File: config.mk
export PLATFORM = sky130hd
export DESIGN_NAME = step_profile_seq_flat
export DESIGN_NICKNAME = d
export VERILOG_FILES = /design/src/rtl/step_profile_seq_pkg.sv /design/src/rtl/step_profile_seq_if.sv /design/src/rtl/step_profile_seq_sec_tick_div.sv /design/src/rtl/step_profile_seq.sv /design/src/flat_wrapper.sv
export SDC_FILE = /design/constraint.sdc
export NUM_CORES = 1
export LEC_CHECK = 0
export BUFFER_PORTS_ARGS = -buffer_cell sky130_fd_sc_hd__buf_4
export CORE_MARGIN = 2
export CORE_UTILIZATION = 45
export DETAILED_ROUTE_END_ITERATION = 8
export PLACE_DENSITY_LB_ADDON = 0.25
export RECOVER_POWER = 100
export SLEW_MARGIN = 20
export SYNTH_ARGS = -nofsm -noshare
export SYNTH_HDL_FRONTEND = slang
export SYNTH_SLANG_ARGS = --single-unit
export TNS_END_PERCENT = 100
File: constraint.sdc
create_clock -name clk -period 3.61 [get_ports clk]
set_input_delay 0.1805 -clock clk [delete_from_list [all_inputs] [get_ports clk]]
set_output_delay 0.1805 -clock clk [all_outputs]
set_load 0.005 [all_outputs]
File: src/rtl/step_profile_seq_pkg.sv
// step_pkg: shared types and constants for the step profile sequencer.
//
// Contents:
//   mode_t      activity mode encoding as seen on the mode input
//   state_t     sequencer state code (values S_IDLE .. S_DONE)
//   WALK_PER / JOG_PER / RUN_PER
//               half-periods (in clk cycles) for the fixed activity modes
//   fixed_per() maps a fixed mode to its half-period
package step_pkg;

  typedef enum logic [1:0] {
    WALK   = 2'b00,
    JOG    = 2'b01,
    RUN    = 2'b10,
    HYBRID = 2'b11
  } mode_t;

  typedef logic [1:0] state_t;

  localparam state_t S_IDLE = 2'd0;
  localparam state_t S_LOAD = 2'd1;
  localparam state_t S_RUN  = 2'd2;
  localparam state_t S_DONE = 2'd3;

  localparam int unsigned WALK_PER = 1562500;
  localparam int unsigned JOG_PER  = 781250;
  localparam int unsigned RUN_PER  = 390625;

  // HYBRID has no fixed rate; it takes its periods from the table.
  function automatic int unsigned fixed_per(input mode_t m);
    case (m)
      WALK:    return WALK_PER;
      JOG:     return JOG_PER;
      RUN:     return RUN_PER;
      default: return 0;
    endcase
  endfunction

endpackage

File: src/rtl/step_profile_seq_if.sv
// step_profile_seq_if: control, configuration and pulse-generator signals
// of the step profile sequencer, bundled for connection between a
// controller (master) and the sequencer (slave).
//
// Signals:
//   start, stop     single-cycle run requests
//   mode            activity mode, sampled on an accepted start
//   cfg_we/addr/per/dur
//                   profile table write port
//   pulse_en, half_per
//                   rate command to the pulse generator
//   seg_idx, sec_cnt
//                   profile position (segment, seconds within segment)
//   busy, done      run status, done is a one-cycle completion pulse
interface step_profile_seq_if #(
  parameter int unsigned SEG_N = 8,
  parameter int unsigned PER_W = 23,
  parameter int unsigned DUR_W = 9
);
  localparam int unsigned IDX_W = $clog2(SEG_N);

  logic             start;
  logic             stop;
  logic [1:0]       mode;
  logic             cfg_we;
  logic [IDX_W-1:0] cfg_addr;
  logic [PER_W-1:0] cfg_per;
  logic [DUR_W-1:0] cfg_dur;
  logic             pulse_en;
  logic [PER_W-1:0] half_per;
  logic [IDX_W-1:0] seg_idx;
  logic [DUR_W-1:0] sec_cnt;
  logic             busy;
  logic             done;

  modport master (
    output start, stop, mode, cfg_we, cfg_addr, cfg_per, cfg_dur,
    input  pulse_en, half_per, seg_idx, sec_cnt, busy, done
  );

  modport slave (
    input  start, stop, mode, cfg_we, cfg_addr, cfg_per, cfg_dur,
    output pulse_en, half_per, seg_idx, sec_cnt, busy, done
  );

endinterface

File: src/rtl/step_profile_seq_sec_tick_div.sv
// sec_tick_div: one-second tick generator.
//
// Counts enabled clk cycles 0..CLK_HZ-1 and raises tick combinationally
// during the cycle in which the count sits at CLK_HZ-1; the count wraps
// to 0 on that edge. clear restarts the second; the count holds while
// enable is low. Shared with the display and timer blocks.
//
// Ports:
//   clk     system clock
//   reset   synchronous active-high reset
//   clear   restart the current second (count back to 0)
//   enable  advance the count
//   tick    one-cycle pulse at the end of each enabled second
module sec_tick_div #(
  parameter int unsigned CLK_HZ = 100000000
) (
  input  logic clk,
  input  logic reset,
  input  logic clear,
  input  logic enable,
  output logic tick
);

  localparam int unsigned CNT_W = (CLK_HZ > 1) ? $clog2(CLK_HZ) : 1;

  logic [CNT_W-1:0] cnt;

  assign tick = enable && (cnt == CNT_W'(CLK_HZ - 1));

  always_ff @(posedge clk) begin
    if (reset || clear) begin
      cnt <= '0;
    end else if (enable) begin
      cnt <= tick ? '0 : cnt + CNT_W'(1);
    end
  end

endmodule

File: src/rtl/step_profile_seq.sv
// step_profile_seq: activity-profile sequencer driving the pedometer
// pulse generator.
//
// Fixed modes (walk/jog/run) hold a constant half-period until stopped,
// counting elapsed seconds (saturating). Hybrid mode walks a register-
// configured table of (half-period, duration-in-seconds) segments and
// switches rate on the one-second boundary that ends a segment. A
// duration of 0 marks the end of the profile.
//
// Build option:
//   SEQ_LOOP_EN  when defined, a hybrid profile that runs off its end
//                restarts at segment 0 (if that entry is non-empty),
//                pulsing done at each wrap and keeping pulse_en high.
//                When undefined the profile finishes through DONE.
//
// Ports:
//   clk    system clock
//   reset  synchronous active-high reset
//   bus    step_profile_seq_if slave: start/stop/mode control, table
//          write port, pulse generator command and status outputs
//
//   state  | meaning
//   -------+-------------------------------------------------------------
//   IDLE   | waiting for start; outputs quiet
//   LOAD   | one cycle: fetch first rate, clear second divider and sec_cnt
//   RUN    | pulse_en high; count seconds, advance hybrid segments
//   DONE   | one cycle: done pulse, rate cleared, back to IDLE
module step_profile_seq
  import step_pkg::*;
#(
  parameter int unsigned CLK_HZ = 100000000,
  parameter int unsigned SEG_N  = 8,
  parameter int unsigned PER_W  = 23,
  parameter int unsigned DUR_W  = 9
) (
  input logic               clk,
  input logic               reset,
  step_profile_seq_if.slave bus
);

  localparam int unsigned IDX_W = $clog2(SEG_N);

  // Profile table, written any cycle; contents survive reset.
  logic [PER_W-1:0] tbl_per [SEG_N];
  logic [DUR_W-1:0] tbl_dur [SEG_N];

  state_t           state;
  mode_t            run_mode;
  logic [IDX_W-1:0] seg_idx;
  logic [DUR_W-1:0] sec_cnt;
  logic [DUR_W-1:0] cur_dur;
  logic [PER_W-1:0] half_per;
  logic             pulse_en;
  logic             done;

  logic             tick;
  logic [IDX_W-1:0] next_idx;
  logic             last_seg;
  logic             seg_end;
  logic             loop_ok;

  always_ff @(posedge clk) begin
    if (bus.cfg_we) begin
      tbl_per[bus.cfg_addr] <= bus.cfg_per;
      tbl_dur[bus.cfg_addr] <= bus.cfg_dur;
    end
  end

  sec_tick_div #(
    .CLK_HZ (CLK_HZ)
  ) u_sec_tick_div (
    .clk    (clk),
    .reset  (reset),
    .clear  (state == S_LOAD),
    .enable (state == S_RUN),
    .tick   (tick)
  );

  // next_idx wraps to 0 on the last entry; the index test catches that
  // case before the wrapped entry's duration matters.
  assign next_idx = seg_idx + IDX_W'(1);
  assign last_seg = (seg_idx == IDX_W'(SEG_N - 1)) || (tbl_dur[next_idx] == '0);
  assign seg_end  = tick && ((sec_cnt + DUR_W'(1)) == cur_dur);

`ifdef SEQ_LOOP_EN
  assign loop_ok = (tbl_dur[0] != '0);
`else
  assign loop_ok = 1'b0;
`endif

  always_ff @(posedge clk) begin
    if (reset) begin
      state    <= S_IDLE;
      run_mode <= WALK;
      seg_idx  <= '0;
      sec_cnt  <= '0;
      cur_dur  <= '0;
      half_per <= '0;
      pulse_en <= 1'b0;
      done     <= 1'b0;
    end else begin
      done <= 1'b0;
      case (state)
        S_IDLE: begin
          if (bus.start && !bus.stop) begin
            run_mode <= mode_t'(bus.mode);
            state    <= S_LOAD;
          end
        end

        S_LOAD: begin
          if (bus.stop) begin
            state    <= S_IDLE;
            pulse_en <= 1'b0;
            half_per <= '0;
          end else begin
            seg_idx <= '0;
            sec_cnt <= '0;
            if (run_mode != HYBRID) begin
              half_per <= PER_W'(fixed_per(run_mode));
              pulse_en <= 1'b1;
              state    <= S_RUN;
            end else if (tbl_dur[0] == '0) begin
              done     <= 1'b1;
              pulse_en <= 1'b0;
              half_per <= '0;
              state    <= S_DONE;
            end else begin
              half_per <= tbl_per[0];
              cur_dur  <= tbl_dur[0];
              pulse_en <= 1'b1;
              state    <= S_RUN;
            end
          end
        end

        S_RUN: begin
          if (bus.stop) begin
            state    <= S_IDLE;
            pulse_en <= 1'b0;
            half_per <= '0;
          end else if (tick) begin
            if (run_mode != HYBRID) begin
              if (sec_cnt != '1) begin
                sec_cnt <= sec_cnt + DUR_W'(1);
              end
            end else if (!seg_end) begin
              sec_cnt <= sec_cnt + DUR_W'(1);
            end else if (!last_seg) begin
              // Rate and duration come from the table at the moment of the
              // advance; later writes to this entry wait for its next load.
              seg_idx  <= next_idx;
              sec_cnt  <= '0;
              half_per <= tbl_per[next_idx];
              cur_dur  <= tbl_dur[next_idx];
            end else if (loop_ok) begin
              seg_idx  <= '0;
              sec_cnt  <= '0;
              half_per <= tbl_per[0];
              cur_dur  <= tbl_dur[0];
              done     <= 1'b1;
            end else begin
              sec_cnt  <= '0;
              done     <= 1'b1;
              pulse_en <= 1'b0;
              half_per <= '0;
              state    <= S_DONE;
            end
          end
        end

        S_DONE: begin
          state <= S_IDLE;
        end

        default: begin
          state <= S_IDLE;
        end
      endcase
    end
  end

  assign bus.pulse_en = pulse_en;
  assign bus.half_per = half_per;
  assign bus.seg_idx  = seg_idx;
  assign bus.sec_cnt  = sec_cnt;
  assign bus.busy     = (state == S_LOAD) || (state == S_RUN);
  assign bus.done     = done;

endmodule

File: src/flat_wrapper.sv
// flat-port wrapper written by rule: the top's interface ports become plain ports
module step_profile_seq_flat import step_pkg::*;
#(
  parameter int unsigned CLK_HZ = 100000000,
  parameter int unsigned SEG_N  = 8,
  parameter int unsigned PER_W  = 23,
  parameter int unsigned DUR_W  = 9
)
  (clk, reset, bus_start, bus_stop, bus_mode, bus_cfg_we, bus_cfg_addr, bus_cfg_per, bus_cfg_dur, bus_pulse_en, bus_half_per, bus_seg_idx, bus_sec_cnt, bus_busy, bus_done);
  step_profile_seq_if #(.SEG_N(SEG_N), .PER_W(PER_W), .DUR_W(DUR_W)) bus_i ();
  input logic clk;
  input logic reset;
  input wire logic [$bits(bus_i.start)-1:0] bus_start;
  input wire logic [$bits(bus_i.stop)-1:0] bus_stop;
  input wire logic [$bits(bus_i.mode)-1:0] bus_mode;
  input wire logic [$bits(bus_i.cfg_we)-1:0] bus_cfg_we;
  input wire logic [$bits(bus_i.cfg_addr)-1:0] bus_cfg_addr;
  input wire logic [$bits(bus_i.cfg_per)-1:0] bus_cfg_per;
  input wire logic [$bits(bus_i.cfg_dur)-1:0] bus_cfg_dur;
  output wire logic [$bits(bus_i.pulse_en)-1:0] bus_pulse_en;
  output wire logic [$bits(bus_i.half_per)-1:0] bus_half_per;
  output wire logic [$bits(bus_i.seg_idx)-1:0] bus_seg_idx;
  output wire logic [$bits(bus_i.sec_cnt)-1:0] bus_sec_cnt;
  output wire logic [$bits(bus_i.busy)-1:0] bus_busy;
  output wire logic [$bits(bus_i.done)-1:0] bus_done;
  assign bus_i.start = bus_start;
  assign bus_i.stop = bus_stop;
  assign bus_i.mode = bus_mode;
  assign bus_i.cfg_we = bus_cfg_we;
  assign bus_i.cfg_addr = bus_cfg_addr;
  assign bus_i.cfg_per = bus_cfg_per;
  assign bus_i.cfg_dur = bus_cfg_dur;
  assign bus_pulse_en = bus_i.pulse_en;
  assign bus_half_per = bus_i.half_per;
  assign bus_seg_idx = bus_i.seg_idx;
  assign bus_sec_cnt = bus_i.sec_cnt;
  assign bus_busy = bus_i.busy;
  assign bus_done = bus_i.done;
  step_profile_seq #(.CLK_HZ(CLK_HZ), .SEG_N(SEG_N), .PER_W(PER_W), .DUR_W(DUR_W)) u_core (.clk(clk), .reset(reset), .bus(bus_i));
endmodule
==> results.md, run 1 <==
- Status: complete, but fails checks
- Failing checks: max-capacitance violations, max-slew violations
- Global-route wire length before repair: 47900 um
- Clk buf depth: 3
- Area contributors post-synth: edfxtp_1 55%, dfxtp_1 11%, mux4_2 10%
- Leakage: 5.27 nW
- Placed cells: 1380
- Nets: 1112
- Worst vdd ir: 0.386 mV
- N_diodes: 0
- Worst setup endpoint: u_core.bus.pulse_en
- Ys async rst share: 0%
- Vias/cell: 5.60
- Core area: 30500 um^2
- Synth Net Count: 972
- Worst relative slew slack: -65.6%
- Die footprint: 32300 um^2
- Hold Violations, Final: 0
- Number of global-route vias before repair: 8253
- IO buf count: 79
- RSZ-0062 raised after global routing: no
- Routed Antenna Nets: 0
- Worst Setup SP: u_core.bus.seg_idx[1]
- Final Max Tran Viols: 206
- Setup Buffers After CTS: 0
- Share of the synthesized area in the top cell type: 55.4%
- GR Overflow Total: 0
- Initial Util: 45.5%
- Max Freq: 0.298 GHz
- Via Count: 8286
- Synth area leader: edfxtp_1
- Ports: 80
- CTS tree: built
- Synthesized instance count: 916
- HP Class: in -> reg
- # fillers: 2519
- Antenna violations before repair: 0
- TritonCTS Sinks: 333
- Cell Area, Synth: 13900 um^2
- Hpwl dp: 18800 um
- Max-cap viol count: 9
- Crit path max fanout: 14
- #FFs+latches synth: 333
- Hold_sp: bus_stop
- Die Y: 180 um
- R2R Path End: u_core.bus.pulse_en
- Clock slew at reported path FFs: 60 ps
- R2R Setup Slk: 250 ps
- 1st-iter DRT viols: 705
- Cell area power density: 523 nW/um^2
- Worst-margin pin slew: 2480 ps
- # H-tree levels: 2
- Worst EP arrival: 3760 ps
- Post-synth EDFFs: 256
- Die X: 180 um
- Largest net degree at the start of global routing: 66
- Clock Latency Late Sink: 520 ps
- Final wirelength: 30500 um
- Critical path class: reg -> reg
- Share of cells above drive strength 1: 19.0%
- Layout Cells excl Fill: 1479
- Register area share after synthesis: 66.5%
- Std-Cell Rows: 64
- Min Tclk post-route: 3360 ps
- Worst Reg-to-Reg Cells: 12
- Gr usage total: 18.9%
- Synthesized area per cell: 15.1 um^2
- DR DRC count: 0
- Setup TNS: 0 ps
- Crit. End Element: register
- Reg2reg start: u_core.bus.seg_idx[1]
- Root buffer cell: clkbuf_16
- Tcrit/Tclk final: 93.1%
- TritonCTS Buffers: 36
- Wire length per cell: 20.6 um
- Setup Skew: 21.0 ps
- CP required: 4010 ps
- Routability cong.: 0.764
- CP Launch Type: register
- Top FF cell, synth: edfxtp_1
- Syn-to-layout area delta: 18.1%
- Final setup vio count: 0
- Synth warnings: 0
- DR pass1 iterations: 5
- Netlist cell types: 59
-- placed cells by master (no fill, tap or decap), types with 16 or more instances in the layout --
master,netlist,layout
inv_1,18,18
mux4_2,64,64
clkbuf_16,0,37
nor2_1,56,56
dlygate4sd3_1,0,34
a21oi_1,56,56
mux2_2,16,16
clkbuf_4,0,27
buf_4,0,36
o21ai_0,28,28
nor2b_1,16,16
clkbuf_1,38,66
edfxtp_1,256,256
mux2i_1,21,21
xor2_1,24,24
a211oi_1,19,19
nand2_1,52,52
dfxtp_1,77,76
-- worst max-delay path, stage by stage (launching register included) --
cell and delay, ps:
dfxtp_1 390, ha_4 190, ha_2 360, buf_4 310, mux4_2 340, mux2i_1 250
nand4_1 130, nor3_1 210, buf_4 190, or4_1 110, clkbuf_2 310, a311oi_1 140
a31o_2 300
-- through the flow --
| step | setup WS (ps) | hold slack [ps] | power (W) | util [%] | cell area (um^2) |
|---|---|---|---|---|---|
| after detailed placement | 308 | 417 | 0.00505 | 49.6 | 15100 |
| after floorplan | 32.9 | 279 | 0.00475 | - | 13900 |
| after CTS | 295 | 31.6 | 0.00868 | 54.6 | 16600 |
| final | 249 | 49.4 | 0.00858 | 53.7 | 16400 |
| after global routing | 6.51 | 62.2 | 0.00885 | 53.7 | 16400 |
| after global placement | 344 | 413 | 0.00504 | 49.6 | 15100 |
-- what timing repair did --
item / 4_1_cts / 5_1_grt
setup endpoints to repair: 0 / 5
gates resized for setup: 0 / 2
endpoints found under the hold margin: 258 / 0
hold buffers: 34 / 0
-- kinds of logic after synthesis --
kind of cell | after synthesis | share of synthesized area, %
xor+xnor | 37 | 2.34
flops | 333 | 66.5
buf+inv | 70 | 2.00
fa+ha+maj | 14 | 1.26
simple gates | 207 | 7.54
mux | 101 | 13.2
compound gates | 154 | 7.15
-- metal layers --
layer / track usage (%) / share of wire, % / vias to the layer above
li1: - / - / 3868
met1: 27.1 / 46 / 4160
met2: 30.7 / 48 / 212
met3: 2.61 / 4.3 / 46
met4: 4.49 / 2.2 / 0
met5: 0 / 0 / -
-- where the power goes --
| part | switching [W] | internal [W] |
|---|---|---|
| sequential | 0.0000822 | 0.00429 |
| clock | 0.00148 | 0.00213 |
| combinational | 0.000347 | 0.000243 |
| total | 0.00191 | 0.00666 |
-- worst min-delay path by stage --
stage,slack (ps),cells after the start,end
after floorplan,280,0,u_core.tbl_dur[0][0]
after global placement,410,1,u_core.tbl_per[2][21]
after detailed placement,420,1,u_core.tbl_per[2][16]
after CTS,30,4,u_core.bus.done
after global routing,60,4,u_core.bus.done
final,50,4,u_core.bus.done
-- final cells by class --
cell class	count	area, um^2	area share (%)
inverters	18	67.6	0.412
clock inverters	17	195	1.19
well taps	396	495	3.02
flip-flops and latches	333	9230	56.3
clock buffers	48	967	5.90
multi-input cells	513	4400	26.9
repair buffers	154	1030	6.28
-- synth_stat cells, types with 3 or more instances --
cell type / n
edfxtp_1: 256
xor2_1: 24
xnor2_1: 13
o21ai_0: 28
or4_1: 5
mux2i_1: 21
clkbuf_1: 38
nor4_1: 8
a21oi_1: 56
o41ai_1: 8
nor2b_1: 16
a311oi_1: 8
nand2b_1: 6
nand3b_1: 3
mux4_2: 64
nor2_1: 56
buf_1: 7
nand2_1: 52
inv_1: 18
and2_1: 3
o211ai_1: 4
nor3_1: 14
nand4_1: 12
a22oi_1: 4
buf_2: 6
o22a_1: 9
ha_1: 14
nand3_1: 11
dfxtp_1: 77
mux2_2: 16
and3_1: 8
a211oi_1: 19
-- registers in the layout, summed over array words and instances, names as in the netlist --
name	cells
u_core.u_sec_tick_div.cnt	27
u_core.run_mode	2
u_core.bus.seg_idx	3
u_core.cur_dur	9
u_core.bus.pulse_en	1
u_core.bus.sec_cnt	9
u_core.tbl_per	184
u_core.bus.done	1
u_core.state	2
u_core.tbl_dur	72
u_core.bus.half_per	23
Power figures use the tool's default switching activity.
==> run 2: changes to the inputs <==
--- a/config.mk
+++ b/config.mk
@@ -5,12 +5,13 @@
 export SDC_FILE = /design/constraint.sdc
 export NUM_CORES = 1
 export LEC_CHECK = 0
-export BUFFER_PORTS_ARGS = -buffer_cell sky130_fd_sc_hd__buf_4
 export CORE_MARGIN = 2
 export CORE_UTILIZATION = 45
 export DETAILED_ROUTE_END_ITERATION = 8
+export DONT_BUFFER_PORTS = 1
 export PLACE_DENSITY_LB_ADDON = 0.25
 export RECOVER_POWER = 100
+export REMOVE_ABC_BUFFERS = 1
 export SLEW_MARGIN = 20
 export SYNTH_ARGS = -nofsm -noshare
 export SYNTH_HDL_FRONTEND = slang
==> results.md, run 2 (same netlist as run 1, synthesis figures left out) <==
- Status: complete, but fails checks
- Failing checks: max-capacitance violations, max-slew violations
- DR pass1 iterations: 5 (unchanged)
- Most flops, register: u_core.tbl_per
- Initial Util: 45.5% (unchanged)
- Most common cell after layout, fill and taps aside: edfxtp_1
- Final WS setup: 194 ps (-54.9 ps)
- IO buf count: 0 (-100%)
- Worst Reg-to-Reg Cells: 9 (-3)
- Int Pwr: 0.00693 W (+4.0%)
- Clock slew at reported path FFs: 60 ps (about the same)
- Worst vdd ir: 0.468 mV (+21%)
- Seq pwr share: 49.5% (-1.5 points)
- Crit-path slowest cell: or4b_4
- Std-Cell Rows: 64 (unchanged)
- Root buffer cell: clkbuf_16
- Worst-margin pin slew: 2600 ps (+122 ps)
- Antenna violations before repair: 0 (unchanged)
- Final wirelength: 31100 um (+1.8%)
- Wire length per cell: 22.1 um (+6.9%)
- Crit path depth: 9 (-3)
- R2R Setup Slk: 190 ps (-50 ps)
- Vias/cell: 5.70 (+1.7%)
- Die footprint: 32300 um^2 (unchanged)
- CP required: 4010 ps (about the same)
- Commonest non-fill, non-tap cells in the layout: 256 x edfxtp_1, 76 x dfxtp_1, 64 x mux4_2
- Setup Skew: 13.5 ps (-7.44 ps)
- Sw Ratio: 21.7% (-0.59 points)
- Cell family with the largest share of critical-path delay: simple AND/OR/NAND/NOR gates
- Syn-to-layout area delta: 16.7%
- Hold depth: 2 (-2)
- Crit-path max cell delay: 610 ps (+220 ps)
- Critical path class: reg -> reg
- Gr usage total: 19.2% (+0.33 points)
- Combinational power share: 5.9% (-1.0 points)
- TritonCTS Buffers: 36 (unchanged)
- Largest register FFs: 184 (unchanged)
- Crit-path cells: ha_1 -> nor4b_1 -> nand2_1 -> or4_1 -> or4b_4 -> o41a_1 -> clkbuf_2 -> o21ai_0 -> o41ai_2
- TritonCTS Sinks: 333 (unchanged)
- Placement-stage cell area: 14600 um^2 (-3.6%)
- Clk buf depth: 3 (unchanged)
- Core area: 30500 um^2 (unchanged)
- Routability cong.: 0.770 (+0.84%)
- Clock power frac: 44.6% (+2.5 points)
- Worst Path Buf+Inv: 1 (-2)
- # H-tree levels: 2 (unchanged)
- Final setup vio count: 0 (unchanged)
- Hold Violations, Final: 0 (unchanged)
- CP Launch Type: register
- Final Max Tran Viols: 239 (+16%)
- N_diodes: 0 (unchanged)
- Setup TNS: 0 ps (unchanged)
- Hold_ws: 5.27 ps (-44.2 ps)
- 1st-iter DRT viols: 593 (-16%)
- Worst relative slew slack: -73.7% (-8.1 points)
- Psw: 0.00192 W (+0.46%)
- Nets: 1041 (-6.4%)
- Largest net degree at the start of global routing: 66 (unchanged)
- Top Registers: u_core.tbl_per: 184 flops, u_core.tbl_dur: 72 flops, u_core.u_sec_tick_div.cnt: 27 flops
- Via Count: 8028 (-3.1%)
- Max Freq: 0.293 GHz (-1.6%)
- Leakage: 5.14 nW (-2.5%)
- Routed Antenna Nets: 0 (unchanged)
- HP Class: in -> reg
- Design area: 16200 um^2 (-1.2%)
- Die X: 180 um (unchanged)
- Global-route wire length before repair: 48000 um (+0.26%)
- Cell area power density: 547 nW/um^2 (+4.5%)
- Number of global-route vias before repair: 8145 (-1.3%)
- Die Y: 180 um (unchanged)
- Tcrit/Tclk final: 94.6% (+1.5 points)
- Clock Latency Late Sink: 530 ps (about the same)
- Worst EP arrival: 3820 ps (+60 ps)
- Crit. End Element: register
- Setup Buffers After CTS: 0 (unchanged)
- Crit path max fanout: 9 (-5)
- Share of cells above drive strength 1: 17.7% (-1.4 points)
- Max-cap viol count: 9 (unchanged)
- Ports: 80 (unchanged)
- Hpwl dp: 18400 um (-1.8%)
- Place WS: 213 ps (-95.0 ps)
- DR DRC count: 0 (unchanged)
- Min Tclk post-route: 3420 ps (+54.9 ps)
- CTS tree: built
- GR Overflow Total: 0 (unchanged)
==> run 2: metal layers <==
metal	part of all wire, %	up-vias	global-route usage, %
met5	0	-	0
met2	48	220	30.8
met4	1.5	0	4.20
met3	7.2	45	4.88
li1	-	3708	-
met1	44	4055	26.6
==> run 2: layout make-up <==
type	count	area [um^2]
Clock buffer	53	1110
Clock inverter	13	195
Fill cell	2454	14300
Inverter	18	67.6
Multi-Input combinational cell	513	4420
Sequential cell	333	9230
Tap cell	396	495
Timing Repair Buffer	83	672
==> run 2: power by group through the flow <==
stage | Clock, W | Combinational [W] | Sequential (W)
2_1_floorplan | 0 | 0.000294 | 0.00443
3_3_place_gp | 0 | 0.000430 | 0.00446
3_5_place_dp | 0 | 0.000441 | 0.00446
4_1_cts | 0.00401 | 0.000527 | 0.00438
5_1_grt | 0.00418 | 0.000571 | 0.00440
6_report | 0.00395 | 0.000518 | 0.00438
==> run 2: final timing paths <==
kind / start / end
worst min register to register: u_core.u_sec_tick_div.cnt[1] / u_core.u_sec_tick_div.cnt[1]
worst max register to register: u_core.u_sec_tick_div.cnt[0] / u_core.cur_dur[3]
worst min-delay path: reset / u_core.bus.sec_cnt[8]
worst max-delay path: u_core.u_sec_tick_div.cnt[0] / u_core.cur_dur[3]
==> run 2: repair_timing <==
item,in CTS,in global routing
resized for setup,0,5
endpoints found under the setup margin,0,10
hold buffers,38,0
endpoints found under the hold margin,307,0
==> run 2: per-stage QoR <==
step	utilization, %	power (W)	instances
global route	53.1	0.00915	1409
finish	53.1	0.00885	1409
CTS	53.4	0.00892	1409
detailed placement	47.8	0.00490	1305
floorplan	-	0.00472	864
global placement	47.8	0.00489	1305
==> run 2: worst reg2reg max path, cell delays in order, from the launching register on <==
cell and delay (ps):
dfxtp_1 390, ha_1 230, nor4b_1 390, nand2_1 90, or4_1 560, or4b_4 610
o41a_1 430, clkbuf_2 190, o21ai_0 280, o41ai_2 130
